`src/rtl/sum_serie.sv`:
```
`timescale 1ns/1ps
`default_nettype none
// +--------------------------------------------------------------------------+
// | sum_serie : digit-serial adder, DIGIT bits per cycle, LSB slice first.    |
// | Optional SUM_SERIE_SUB_EN adds a 'sub' port selecting a - b.              |
// | Revision  : 1.0                                                          |
// +--------------------------------------------------------------------------+
module sum_serie #(
    parameter int WIDTH = 16,
    parameter int DIGIT = 4
) (
    input  logic             clk,
    input  logic             reset_n,
    input  logic             start,
    input  logic [WIDTH-1:0] a,
    input  logic [WIDTH-1:0] b,
    input  logic             c_in,
`ifdef SUM_SERIE_SUB_EN
    input  logic             sub,
`endif
    output logic             busy,
    output logic             done,
    output logic [WIDTH-1:0] sum,
    output logic             c_out,
    output logic             ovf
);

    localparam int C_SLICES = (DIGIT < 1) ? 1 : (WIDTH / DIGIT);
    localparam int CNT_W    = (C_SLICES > 1) ? $clog2(C_SLICES) : 1;
    localparam logic [CNT_W-1:0] C_LAST_CNT = CNT_W'(C_SLICES - 1);

    if ((DIGIT < 1) || ((WIDTH % DIGIT) != 0)) begin : g_param_check
        $error("sum_serie: WIDTH must be a non-zero multiple of DIGIT");
    end

    typedef enum logic [1:0] {
        IDLE = 2'd0,
        RUN  = 2'd1,
        DONE = 2'd2
    } state_t;

    state_t             state_q, state_d;
    logic [WIDTH-1:0]   a_q, a_d;
    logic [WIDTH-1:0]   b_q, b_d;
    logic [WIDTH-1:0]   sum_q, sum_d;
    logic [CNT_W-1:0]   cnt_q, cnt_d;
    logic               carry_q, carry_d;
    logic               msb_cin_q, msb_cin_d;
    logic               done_q, done_d;
    logic               c_out_q, c_out_d;
    logic               ovf_q, ovf_d;

    logic               w_sub;
    logic [DIGIT-1:0]   w_slice_sum;
    logic               w_slice_cout;
    logic               w_slice_msb_cin;

`ifdef SUM_SERIE_SUB_EN
    assign w_sub = sub;
`else
    assign w_sub = 1'b0;
`endif

    // One DIGIT-wide ripple on the low slice of the shifting operand registers.
    always_comb begin : p_ripple
        logic c;
        c               = carry_q;
        w_slice_sum     = '0;
        w_slice_msb_cin = 1'b0;
        for (int i = 0; i < DIGIT; i++) begin
            if (i == DIGIT - 1) begin
                w_slice_msb_cin = c;
            end
            w_slice_sum[i] = a_q[i] ^ b_q[i] ^ c;
            c              = (a_q[i] & b_q[i]) | (c & (a_q[i] ^ b_q[i]));
        end
        w_slice_cout = c;
    end

    always_comb begin
        state_d   = state_q;
        a_d       = a_q;
        b_d       = b_q;
        sum_d     = sum_q;
        cnt_d     = cnt_q;
        carry_d   = carry_q;
        msb_cin_d = msb_cin_q;
        done_d    = 1'b0;
        c_out_d   = c_out_q;
        ovf_d     = ovf_q;

        case (state_q)
            RUN: begin
                for (int i = 0; i < C_SLICES; i++) begin
                    if (cnt_q == CNT_W'(i)) begin
                        sum_d[i*DIGIT +: DIGIT] = w_slice_sum;
                    end
                end
                a_d       = a_q >> DIGIT;
                b_d       = b_q >> DIGIT;
                carry_d   = w_slice_cout;
                msb_cin_d = w_slice_msb_cin;
                cnt_d     = cnt_q + 1'b1;
                if (cnt_q == C_LAST_CNT) begin
                    state_d = DONE;
                end
            end
            DONE: begin
                done_d  = 1'b1;
                c_out_d = carry_q;
                ovf_d   = carry_q ^ msb_cin_q;
                state_d = IDLE;
            end
            default: begin
                state_d = IDLE;
            end
        endcase

        // Acceptance in DONE allows back-to-back operation without a gap cycle.
        if ((state_q == IDLE || state_q == DONE) && start) begin
            a_d     = a;
            b_d     = w_sub ? ~b : b;
            carry_d = w_sub ? 1'b1 : c_in;
            cnt_d   = '0;
            state_d = RUN;
        end
    end

    always_ff @(posedge clk) begin
        if (!reset_n) begin
            state_q   <= IDLE;
            a_q       <= '0;
            b_q       <= '0;
            sum_q     <= '0;
            cnt_q     <= '0;
            carry_q   <= 1'b0;
            msb_cin_q <= 1'b0;
            done_q    <= 1'b0;
            c_out_q   <= 1'b0;
            ovf_q     <= 1'b0;
        end else begin
            state_q   <= state_d;
            a_q       <= a_d;
            b_q       <= b_d;
            sum_q     <= sum_d;
            cnt_q     <= cnt_d;
            carry_q   <= carry_d;
            msb_cin_q <= msb_cin_d;
            done_q    <= done_d;
            c_out_q   <= c_out_d;
            ovf_q     <= ovf_d;
        end
    end

    assign busy  = (state_q != IDLE);
    assign done  = done_q;
    assign sum   = sum_q;
    assign c_out = c_out_q;
    assign ovf   = ovf_q;

endmodule
`default_nettype wire

```
`config.mk`:
```
export PLATFORM = sky130hd
export DESIGN_NAME = sum_serie
export DESIGN_NICKNAME = d
export VERILOG_FILES = /design/src/rtl/sum_serie.sv
export SDC_FILE = /design/constraint.sdc
export NUM_CORES = 1
export LEC_CHECK = 0
export BUFFER_PORTS_ARGS = -buffer_cell sky130_fd_sc_hd__buf_2
export CAP_MARGIN = 40
export CORE_MARGIN = 2
export CORE_UTILIZATION = 55
export DETAILED_ROUTE_END_ITERATION = 8
export GPL_ROUTABILITY_DRIVEN = 1
export PLACE_DENSITY = 0.8
export SYNTH_ARGS = -nofsm -noshare
export SYNTH_HDL_FRONTEND = slang
export SYNTH_SLANG_ARGS = --single-unit
```
`constraint.sdc`:
```
create_clock -name clk -period 6.8 [get_ports clk]
set_input_delay 1.36 -clock clk [delete_from_list [all_inputs] [get_ports clk]]
set_output_delay 1.36 -clock clk [all_outputs]
set_load 0.01 [all_outputs]
```
==> out/results.ini <==
[setup_path]
worst-r2r-setup-slack_ns=4.41
slowest_stage=dfxtp_1
rr_worst_depth=8
cp.arrival_ns=1.22
crit_chain=or2_2 > buf_2
cp_slowest_stage_delay_ns=0.41
path_class=flop to output pin
cp_num_buf_inv=1
worst-path-max-fanout=10
crit_family=flip-flops
crit_required_ns=5.44
end_kind=output pin
worstSetupStartpointType=flop
r2r-end=sum[15]
timing.rr.start=carry_q

[worst_hold_path]
hold_depth=2
min_path_type=flop to flop
hp-start=sum[7]
hold-path-endpoint=sum[7]

[drt]
dr.first_iter.drc_count=141
drtPass1Iterations=4
ant_nets=0
vias=2096
routed_wl_mm=5.17
remaining_drc_errors=0
via_per_inst=5.54
wl_per_cell_microns=13.7

[floorplanning]
die_area_sq_mm=0.00498
die_h_microns=70.6
io_pins=56
rows=24
die-width_microns=70.6
coreArea_sq_mm=0.00432
start_util=0.564

[power_and_ir_drop]
peakVddDrop_mv=0.165
power_density_mw_per_mm2=263
p_leak_nw=1.15

[cells_and_area]
drive_above_1_share=0.236
register_area_sq_mm=0.00114
multi_input_area_sq_mm=0.00108
fin_area_sq_mm=0.00285
antenna_cells=0
fillers=389
nets=366
synthToLayoutAreaGrowth_pct=16.9

[synthesis]
synthesis.nets=318
ys_ff_latch=57
synthAdderAreaFrac=0.0534
synthMuxAreaShare=0.0123
yosys.area_share.simple=0.170
synth-compound-area-share=0.202
avgSynthCellArea_sq_um=8.90
netlist_area_sq_mm=0.00244
synth_seq_area_share=0.468
synth_cells=274
synth_xor_area_frac=0.00718
ys_types=29
synth_top_family_by_area=compound AO/OA/AOI/OAI gates
yosys_warnings=0

[clock_network]
clock_path_buffers=2
cts_setup_buffers=0
clk_pin_slew_ns=0.06
cts_root_buf=clkbuf_8
post_cts_resized=0
cts_hold_buf=0
cts_tree=built
clock_latency_ns=0.34
htreeDepth=3
cts_sinks=57
cts_buffers=9

[sta]
slew_violations=0
period_needed_ns=2.58
relSlewSlack=0.496
clock_skew_ns=0.00512
rsz0062_at_grt=false
max_slew.worst_pin.slew_ns=0.756
fin_hold_ws_ns=0.451
max_freq_mhz=387
finalSetupTns_ns=0
timing.final.crit_share=0.380
setup_viol=0
hold_violations=0

[global_routing]
gr-total-overflow=0
groute.usage.overall=0.228
grt_max_degree=36
antenna_found_initial=0
grt_pass1_wl_mm=8.80
grt_pass1_vias=1961

[placed_design]
dpl_cell_area_sq_mm=0.00267
place.gp.congestion=0.800
portBuffers=55
dp_hpwl_mm=3.56

[flow_run]
drv_cap=0

[run_status]
outcome=finished clean

==> sequential cells by signal, indices dropped and copies added, names as in the netlist, 2 cells and up <==
register,count
a_q,16
b_q,16
cnt_q,2
state_q,2
sum,16
==> worst register-to-register path: cells and delay by family, from the launching register on <==
family,cells,cell delay (ns)
multiplexers,1,0.17
adder cells (fa/ha/maj),4,1.48
flip-flops,1,0.43
AND/OR/NAND/NOR,1,0.05
buffers and inverters,2,0.15
==> cell usage in the layout, fill, tap and decap left out <==
master / n
and2_1: 2
nor2b_1: 1
nor2_1: 9
inv_1: 9
buf_16: 1
a21oi_1: 33
ha_1: 4
clkbuf_8: 12
mux2i_1: 3
buf_4: 3
nand2_1: 43
or2_2: 1
a31oi_1: 13
and2b_1: 1
nand3_1: 26
buf_12: 1
xnor2_1: 2
dfxtp_1: 57
o21a_1: 1
nor2b_4: 1
and3b_1: 1
clkinv_2: 3
a22oi_1: 12
buf_2: 55
fa_1: 4
a211oi_1: 4
o21ai_0: 13
a311oi_1: 6
nand2b_1: 2
nand3b_1: 3
==> final cells by class <==
class                   count  area share
repair buffers             60       0.121
multi-input cells         185       0.381
clock inverters             3     0.00527
well taps                  52      0.0228
clock buffers              12      0.0579
inverters                   9      0.0119
flip-flops and latches     57       0.400
==> through the flow <==
step                      total power [mW]  setup slack (ns)  instances  utilization
after detailed placement             0.469              4.10        363        0.617
after CTS                            0.754              4.20        378        0.659
after global placement               0.462              4.04        361        0.606
final                                0.749              4.22        378        0.659
after global routing                 0.781              4.15        378        0.659
after floorplan                      0.444              4.65        274            -
==> worst max path at each step <==
stage / cells past startpoint / to / from / slack, ns
2_1_floorplan: 8 / sum[15] / carry_q / 4.65
3_3_place_gp: 3 / state_q[0] / reset_n / 4.04
3_5_place_dp: 5 / a_q[6] / start / 4.10
4_1_cts: 2 / busy / state_q[0] / 4.20
5_1_grt: 2 / busy / state_q[0] / 4.15
6_report: 2 / busy / state_q[0] / 4.22
==> cell usage after synthesis (all sizes together) <==
cell type | number | area (sq um)
and3b | 1 | 8.76
dfxtp | 57 | 1140
buf | 18 | 160
a311oi | 6 | 52.6
nand2 | 43 | 161
nor2 | 9 | 33.8
and2b | 1 | 7.51
xnor2 | 2 | 17.5
nand2b | 2 | 12.5
ha | 4 | 50.1
and2 | 2 | 12.5
nand3 | 26 | 130
a31oi | 13 | 81.3
fa | 4 | 80.1
o21ai | 13 | 65.1
a21oi | 33 | 165
nor2b | 2 | 20.0
o21a | 1 | 7.51
clkbuf | 5 | 18.8
inv | 9 | 33.8
or2 | 1 | 6.26
nand3b | 3 | 22.5
mux2i | 3 | 30.0
a22oi | 12 | 90.1
a211oi | 4 | 30.0
==> kinds of logic (layout without fill, tap and decap cells) <==
group	Yosys count	after routing
fa+ha+maj	8	8
xor+xnor	2	2
compound gates	82	82
mux	3	3
buf+inv	32	84
simple gates	90	90
flops	57	57
==> metal layers <==
metal	up-vias	wire, microns	global-route usage
met5	-	0	0
met4	0	39	0.0818
met3	5	370	0.0855
met2	79	2480	0.370
met1	955	2280	0.280
li1	1057	-	-
==> where the power goes <==
| part | total (mW) | leakage [nW] | internal (mW) | switching (mW) |
|---|---|---|---|---|
| sequential | 0.365 | 0.466 | 0.353 | 0.0119 |
| combinational | 0.0961 | 0.582 | 0.0394 | 0.0567 |
| clock | 0.288 | 0.0980 | 0.158 | 0.130 |
Power figures use the tool's default switching activity.
